**src/rtl/md_unit_ctrl_pkg.sv**
```systemverilog
// Shared encodings and defaults for the multiply/divide unit controller.
// MD_DIV_EN selects whether div/divu count as multi-cycle operations.
package md_unit_ctrl_pkg;

  typedef enum logic [2:0] {
    MD_MULT  = 3'b000,
    MD_MULTU = 3'b001,
    MD_DIV   = 3'b010,
    MD_DIVU  = 3'b011,
    MD_MTHI  = 3'b100,
    MD_MTLO  = 3'b101
  } md_op_e;

  typedef enum logic {
    ST_IDLE = 1'b0,
    ST_BUSY = 1'b1
  } md_state_e;

  localparam int DEFAULT_MULT_CYCLES = 5;
  localparam int DEFAULT_DIV_CYCLES  = 10;

  function automatic logic is_div_op(input logic [2:0] op);
    return (op == MD_DIV) || (op == MD_DIVU);
  endfunction

  // Ops that occupy the unit for a counted number of cycles.
  function automatic logic is_long_op(input logic [2:0] op);
`ifdef MD_DIV_EN
    return (op == MD_MULT) || (op == MD_MULTU) || is_div_op(op);
`else
    return (op == MD_MULT) || (op == MD_MULTU);
`endif
  endfunction

endpackage

```
**src/rtl/md_unit_ctrl_div.sv**
```systemverilog
// Combinational 32-bit signed/unsigned divider used by md_unit_ctrl.
// Only present when MD_DIV_EN is defined.
`ifdef MD_DIV_EN
module md_div_core (
  input  logic [31:0] dividend_i,
  input  logic [31:0] divisor_i,
  input  logic        is_signed_i,
  output logic [31:0] quotient_o,
  output logic [31:0] remainder_o,
  output logic        div_by_zero_o
);

  logic        neg_a, neg_b;
  logic [31:0] mag_a, mag_b, safe_b, uq, ur;

  assign neg_a  = is_signed_i & dividend_i[31];
  assign neg_b  = is_signed_i & divisor_i[31];
  assign mag_a  = neg_a ? (32'd0 - dividend_i) : dividend_i;
  assign mag_b  = neg_b ? (32'd0 - divisor_i)  : divisor_i;

  // Zero divisor is reported separately; substitute 1 to keep the divider defined.
  assign div_by_zero_o = (divisor_i == 32'd0);
  assign safe_b        = div_by_zero_o ? 32'd1 : mag_b;

  assign uq = mag_a / safe_b;
  assign ur = mag_a % safe_b;

  // Quotient truncates toward zero; remainder follows the dividend's sign.
  assign quotient_o  = (neg_a ^ neg_b) ? (32'd0 - uq) : uq;
  assign remainder_o = neg_a ? (32'd0 - ur) : ur;

endmodule
`endif

```
**src/rtl/md_unit_ctrl.sv**
```systemverilog
// HI/LO multiply/divide unit controller: fixed-latency mult (and div with
// MD_DIV_EN defined), mthi/mtlo writes, and stall request to the hazard unit.
module md_unit_ctrl
  import md_unit_ctrl_pkg::*;
#(
  parameter int MULT_CYCLES = DEFAULT_MULT_CYCLES,
  parameter int DIV_CYCLES  = DEFAULT_DIV_CYCLES
) (
  input  logic        clk,
  input  logic        reset,
  input  logic        start,
  input  logic [2:0]  md_op,
  input  logic [31:0] rs_val,
  input  logic [31:0] rt_val,
  input  logic        md_use_D,
  output logic        busy,
  output logic        stall_md,
  output logic [31:0] hi,
  output logic [31:0] lo,
  output logic        done
);

  localparam int MAX_CYCLES = (MULT_CYCLES > DIV_CYCLES) ? MULT_CYCLES : DIV_CYCLES;
  localparam int CNT_W      = $clog2(MAX_CYCLES + 1);

  md_state_e         state_q, state_d;
  logic [CNT_W-1:0]  cnt_q, cnt_d;
  logic              busy_q, busy_d;
  logic              done_q, done_d;
  logic [31:0]       hi_q, hi_d, lo_q, lo_d;
  logic [2:0]        op_q, op_d;
  logic [31:0]       a_q, a_d, b_q, b_d;

  logic [63:0]       a_ext, b_ext, prod;
  logic [31:0]       res_hi, res_lo;
  logic              res_wr;

  // Sign- or zero-extend to 64 bits so one multiplier serves mult and multu.
  assign a_ext = (op_q == MD_MULT) ? {{32{a_q[31]}}, a_q} : {32'd0, a_q};
  assign b_ext = (op_q == MD_MULT) ? {{32{b_q[31]}}, b_q} : {32'd0, b_q};
  assign prod  = a_ext * b_ext;

`ifdef MD_DIV_EN
  logic [31:0] quo, rem;
  logic        div_zero;

  md_div_core u_div (
    .dividend_i    (a_q),
    .divisor_i     (b_q),
    .is_signed_i   (op_q == MD_DIV),
    .quotient_o    (quo),
    .remainder_o   (rem),
    .div_by_zero_o (div_zero)
  );

  always_comb begin
    res_hi = prod[63:32];
    res_lo = prod[31:0];
    res_wr = 1'b1;
    if (is_div_op(op_q)) begin
      res_hi = rem;
      res_lo = quo;
      res_wr = !div_zero;
    end
  end
`else
  assign res_hi = prod[63:32];
  assign res_lo = prod[31:0];
  assign res_wr = 1'b1;
`endif

  always_comb begin
    // NOTE: every _d gets a default first so no path through this block can infer a latch.
    state_d = state_q;
    cnt_d   = cnt_q;
    busy_d  = busy_q;
    done_d  = 1'b0;
    hi_d    = hi_q;
    lo_d    = lo_q;
    op_d    = op_q;
    a_d     = a_q;
    b_d     = b_q;

    if (state_q == ST_IDLE) begin
      if (start) begin
        if (is_long_op(md_op)) begin
          op_d    = md_op;
          a_d     = rs_val;
          b_d     = rt_val;
          cnt_d   = is_div_op(md_op) ? CNT_W'(DIV_CYCLES) : CNT_W'(MULT_CYCLES);
          state_d = ST_BUSY;
          busy_d  = 1'b1;
        end else if (md_op == MD_MTHI) begin
          hi_d = rs_val;
        end else if (md_op == MD_MTLO) begin
          lo_d = rs_val;
        end
      end
    end else begin
      // New starts are deliberately not looked at while busy.
      cnt_d = cnt_q - CNT_W'(1);
      if (cnt_q == CNT_W'(1)) begin
        state_d = ST_IDLE;
        busy_d  = 1'b0;
        done_d  = 1'b1;
        if (res_wr) begin
          hi_d = res_hi;
          lo_d = res_lo;
        end
      end
    end
  end

  always_ff @(posedge clk or negedge reset) begin
    if (!reset) begin
      state_q <= ST_IDLE;
      cnt_q   <= '0;
      busy_q  <= 1'b0;
      done_q  <= 1'b0;
      hi_q    <= '0;
      lo_q    <= '0;
      op_q    <= '0;
      a_q     <= '0;
      b_q     <= '0;
    end else begin
      // NOTE: non-blocking so every flop samples the pre-edge value of its neighbours.
      state_q <= state_d;
      cnt_q   <= cnt_d;
      busy_q  <= busy_d;
      done_q  <= done_d;
      hi_q    <= hi_d;
      lo_q    <= lo_d;
      op_q    <= op_d;
      a_q     <= a_d;
      b_q     <= b_d;
    end
  end

  assign busy     = busy_q;
  assign done     = done_q;
  assign hi       = hi_q;
  assign lo       = lo_q;
  assign stall_md = md_use_D & (busy_q | (start & is_long_op(md_op)));

endmodule

```
**config.mk**
```make
export PLATFORM = sky130hd
export DESIGN_NAME = md_unit_ctrl
export DESIGN_NICKNAME = d
export VERILOG_FILES = /design/src/rtl/md_unit_ctrl_pkg.sv /design/src/rtl/md_unit_ctrl_div.sv /design/src/rtl/md_unit_ctrl.sv
export SDC_FILE = /design/constraint.sdc
export NUM_CORES = 2
export LEC_CHECK = 0
export ABC_AREA = 1
export BUFFER_PORTS_ARGS = -buffer_cell sky130_fd_sc_hd__buf_2
export CORE_MARGIN = 2
export CORE_UTILIZATION = 60
export CTS_CLUSTER_DIAMETER = 40
export DETAILED_ROUTE_END_ITERATION = 10
export PLACE_DENSITY = 0.83
export SYNTH_ARGS = -nofsm -noshare
export SYNTH_HDL_FRONTEND = slang
export SYNTH_SLANG_ARGS = --single-unit
```
**constraint.sdc**
```tcl
create_clock -name clk -period 11.7 [get_ports clk]
set_input_delay 2.34 -clock clk [delete_from_list [all_inputs] [get_ports clk]]
set_output_delay 2.34 -clock clk [all_outputs]
set_load 0.05 [all_outputs]
```
; ---- After elaboration in Yosys (flattened, before gate mapping)
; Cells that the tools add are included.
; Widths: inputs -> output; s select.
[classes]
bitwise_logic = 4
n_mux = 27
order_cmp = 0
n_mul = 1
reduce_logical = 13
n_div = 0
shift = 0
eq_ne = 9
n_addsub = 1
[ops]
columns = cell, count
row1 = $mux 32, 11
row2 = $mux 64, 2
row3 = $mul 64x64->64, 1
row4 = $mux 4, 4
row5 = $mux 1, 10
row6 = $reduce_bool 2->1, 4
row7 = $eq 3x2->1 const B, 2
row8 = $eq 3x3->1 const B, 2
row9 = $logic_not 3->1, 2
row10 = $reduce_and 3->1, 2
row11 = $reduce_and 5->1, 1
row12 = $eq 4x1->1 const B, 1
row13 = $ne 2x2->1 const B, 2
row14 = $reduce_and 4->1, 1
row15 = $sub 4x1->4 const B, 1
row16 = $eq 3x1->1 const B, 1
row17 = $and 1x1->1, 2
row18 = $logic_or 1x1->1, 2
row19 = $ne 2x1->1 const B, 1
row20 = $reduce_and 2->1, 1
row21 = $not 1->1, 1
row22 = $or 1x1->1, 1
[totals]
memories = 0
romBits = 0
output_inout_bits = 67
latchBits = 0
ff_bits = 138
mem_bits_rw = 0
word_cells = 64

; ---- Longest topological paths before layout
[depth]
word_depth = 6
mapped_depth = 40
depth_no_buf = 39

; ---- Worst setup path after synthesis
; OpenSTA, ideal clock, no wires.
[synth_path]
kind = flip-flop to flip-flop
start = reg op_q[1]
end = reg hi_q[31] (netlist: hi[31])
slack_ps = 2687
setup_time_ps = 73
required_ps = 11627
stages_incl_launch_ff = 35
t_arrival_ps = 8939
cell_sequence = dfrtp_1 nor2_4 nand2_4 buf_1 clkbuf_1 nor2_1 fa_1 inv_1 fa_1 inv_1 fa_1 inv_1 fa_1 inv_1 fa_1 fa_1 fa_1 inv_1 fa_1 inv_1 fa_1 inv_1 fa_1 inv_1 ha_1 clkbuf_1 a21oi_1 o21bai_1 a211oi_1 nand3_1 a21oi_1 inv_1 nand2_1 nand3_1 a21oi_2
[synth_via]
elab_chain_cells = 5
word_cells_on_any_way = 6
classes_between = mul: 1 / mux: 4 / reduce/logical: 1
[synth_rtl]
columns = element, line_no
row1 = from (decl), md_unit_ctrl.sv:31  ; logic [2:0] op_q, op_d;
row2 = from (signal assigned), md_unit_ctrl.sv:133  ; op_q <= op_d;
row3 = $logic_not 3->1 *, "md_unit_ctrl.sv:39, md_unit_ctrl.sv:40"
row4 = $mux 64 (on tied branches), "md_unit_ctrl.sv:39, md_unit_ctrl.sv:40"
row5 = $mul 64x64->64 *, md_unit_ctrl.sv:41  ; assign prod = a_ext * b_ext;
row6 = $mux 32 *, md_unit_ctrl.sv:102  ; if (cnt_q == CNT_W'(1)) begin
row7 = $mux 32 *, md_unit_ctrl.sv:84  ; if (state_q == ST_IDLE) begin
row8 = to (signal assigned), md_unit_ctrl.sv:131  ; hi_q <= hi_d;
row9 = to (decl), md_unit_ctrl.sv:30  ; logic [31:0] hi_q, hi_d, lo_q, lo_d;
; Every way passes the cells marked *; elsewhere a longest branch is shown, timed or not. The select of a mux whose other input is x is not followed.
; A chain may end at the register's enable or synchronous reset.

; ---- Final worst setup path
[layout_path]
start = reg a_q[11]
end = reg hi_q[26] (netlist: hi[26])
[layout_via]
elab_chain_cells = 4
[layout_rtl]
columns = element, line_no
row1 = from (decl), md_unit_ctrl.sv:32  ; logic [31:0] a_q, a_d, b_q, b_d;
row2 = from (signal assigned), md_unit_ctrl.sv:123  ; a_q <= '0;
row3 = from (signal assigned), md_unit_ctrl.sv:134  ; a_q <= a_d;
row4 = $mux 64, md_unit_ctrl.sv:39  ; assign a_ext = (op_q == MD_MULT) ? {{32{a_q[31]}}, a_q} : {32'd0, a_q};
row5 = $mul 64x64->64, md_unit_ctrl.sv:41
row6 = $mux 32, md_unit_ctrl.sv:102
row7 = $mux 32, md_unit_ctrl.sv:84
; No other way between the ends. The select of a mux whose other input is x is not followed.

==> impl_metrics.ini <==
[status]
status = completed

[synthesis]
synthesis.instances = 6684
yosys.cell_types.count = 52
synth_area_leader_cell = fa_1
netlist_top_cells_area = fa_1 52%, inv_1 14%, nand2_1 10%
synth-edff-count = 0
synth_fp_nets = 8484
synth_seq_area_share_pct = 6.28
synth.cells.most_frequent = 2068 x inv_1, 1534 x nand2_1, 1419 x fa_1
ys.flop_type = dfrtp_1
avgSynthCellArea_sq_um = 8.23
synthDominantCellAreaShare_pct = 51.6
yosysWarnings = 0
ys_seq_elements = 138
post_synth_instance_area_sq_um = 55000
asyncSetResetFlopFracSynth_pct = 100
synth_most_common_cell = inv_1

[setup_path]
critical_path.reg2reg.startpoint = a_q[11]
critical-path-max-stage-delay_ps = 1060
path_common_cell = fa_1
timing.critical_path.slowest_stage_cell = dfrtp_1
reg2reg_depth = 30
worst_ep_required_time_ps = 12080
crit_start = a_q[11]
worst-endpoint-arrival_ps = 10670
setup.reg_to_reg.worst_slack_ps = 1410
path_max_fanout = 12
crit_type = register to register
critical_path.startpoint_type = register
rr_endpoint = hi[26]
timing.critical_path.to_type = register

[layout]
multi_input_comb_area_sq_um = 42600
nets = 8427
post_route_cells_drive_above_1_share_pct = 5.03
fill_cells = 7314
layout-area-overhead-vs-synth_pct = 4.18
seqCellArea_sq_um = 3460
fraction_of_the_core_area_covered_by_cells_at_the_end_of_the_flow_pct = 62.8

[sta]
hold_viol = 0
post-route-min-period_ps = 10290
timing.slew.headroom_pct = 20.8
finalSetupViolCount = 0
rsz0062_at_grt = false
slew_viol_final = 0
total_neg_setup_slack_ps = 0
worst_slew_pin_slew_ps = 1180
max_clock_freq_mhz = 97.2
period_share_pct = 88.0
final.setup_skew_ps = 20.9
final.hold.worst_slack_ps = 478

[worst_hold_path]
hold_end = b_q[24]
whs_path_depth = 2
timing.hold.worst.start = b_q[24]
hold_path_class = register to register

[run]
maxCapViolations = 0

[global_routing]
antenna_violations_before_repair = 9
grt_first_pass_wirelength_mm = 271
grt_pass1_vias = 47800
grt_start_max_net_pins = 85
grt_usage_pct = 38.5
global_route.overflow_total = 0

[placed_design]
gp_congestion = 1.01
placement.io_buffers = 137
hpwlAfterDp_mm = 144

[cts]
post_cts_buffers = 0
htree_levels = 4
clkSinkCount = 138
tritoncts_clock_tree = done
worst_setup_hold_path_clk_slew_ps = 80
clk_latency_ps = 480
cts_buffers = 17
clockRootBuffer = clkbuf_16
post_cts.resized_instances = 0
number_of_buffers_on_the_longest_clock_path = 2
cts-hold-fix-buffers = 0

[routing]
drt_wl_total_mm = 172
dr.pass1.iters = 7
routed-via-count = 44000
routedWlPerCell_um = 22.0
route.antenna.remaining_nets = 0
post-route-drc-count = 0
route.detailed.vias_per_inst = 5.61
drt-initial-drc-count = 4436

[floorplan]
chipWidth_um = 307
die_height_um = 307
core-area_sq_um = 91200
boundaryPins = 138
fp-row-count = 111
die-area_sq_um = 94100
initial_utilization_pct = 60.3
## logic make-up after synthesis
group                    synth area share [%]
buffers and inverters                    16.3
AND/OR/NAND/NOR                          15.0
adder cells (fa/ha/maj)                  58.7
AO/OA/AOI/OAI                            3.46
flip-flops                               6.28
XOR/XNOR                                0.287
## routing by layer
metal | routed length, um | GRT usage, % | vias to the layer above
li1 | - | - | 18500
met1 | 59800 | 48.6 | 21900
met2 | 76900 | 58.3 | 2819
met3 | 20700 | 10.8 | 738
met4 | 14700 | 26.0 | 8
met5 | 64 | 0 | -
## critical path, delay by kind of cell (launching register included)
kind	cells	cell delay [ps]
simple gates	11	2750
flops	1	1060
buf+inv	6	560
fa+ha+maj	11	5260
compound gates	2	550
## through the flow
stage          instance area [sq um]  worst slack, ps  std cells
2_1_floorplan                  55000             2690       6684
3_3_place_gp                   56700             1990       7794
3_5_place_dp                   56700             1830       7794
4_1_cts                        57300             1740       7826
5_1_grt                        57300             1090       7828
6_report                       57300             1410       7830
## layout make-up
cell class                      instances  area share [%]
Timing Repair Buffer                  221            2.31
Inverter                             2080            13.6
Antenna cell                            4          0.0175
Sequential cell                       138            6.03
Multi-Input combinational cell       4169            74.4
Clock inverter                         14           0.327
Clock buffer                           18           0.749
Tap cell                             1186            2.59
## flip-flops by register name, summed over array words and instances (netlist names)
name and cells:
done 1, busy 1, a_q 32, b_q 32, cnt_q 4, state_q 1
lo 32, hi 32, op_q 3
## worst max-delay path by stage
| stage | to | slack (ps) | depth (start not counted) |
|---|---|---|---|
| finish | hi[26] | 1410 | 30 |
| floorplan | hi[31] | 2690 | 34 |
| global route | hi[26] | 1090 | 28 |
| detailed placement | hi[22] | 1830 | 32 |
| CTS | hi[26] | 1740 | 28 |
| global placement | hi[22] | 1990 | 29 |
## layout by cell type, fill, tap and decap left out, types with 10 or more instances in the layout
master     count
or2_2         19
buf_4         84
a21o_1        11
a31oi_1       39
dfrtp_1      136
inv_2         10
xor2_1        12
inv_1       2068
o21ai_1       18
nand3_1      104
o21ai_0       97
nor3_1        12
buf_2        136
fa_1        1419
nor2_1       350
nand4_1       14
nand2_1     1533
nand2_2       15
ha_1         310
a21oi_1      140
clkbuf_16     17
Power is left out: the tool's default activity adds up to more than one toggle a clock period on the data nets, which glitch-free logic cannot reach.
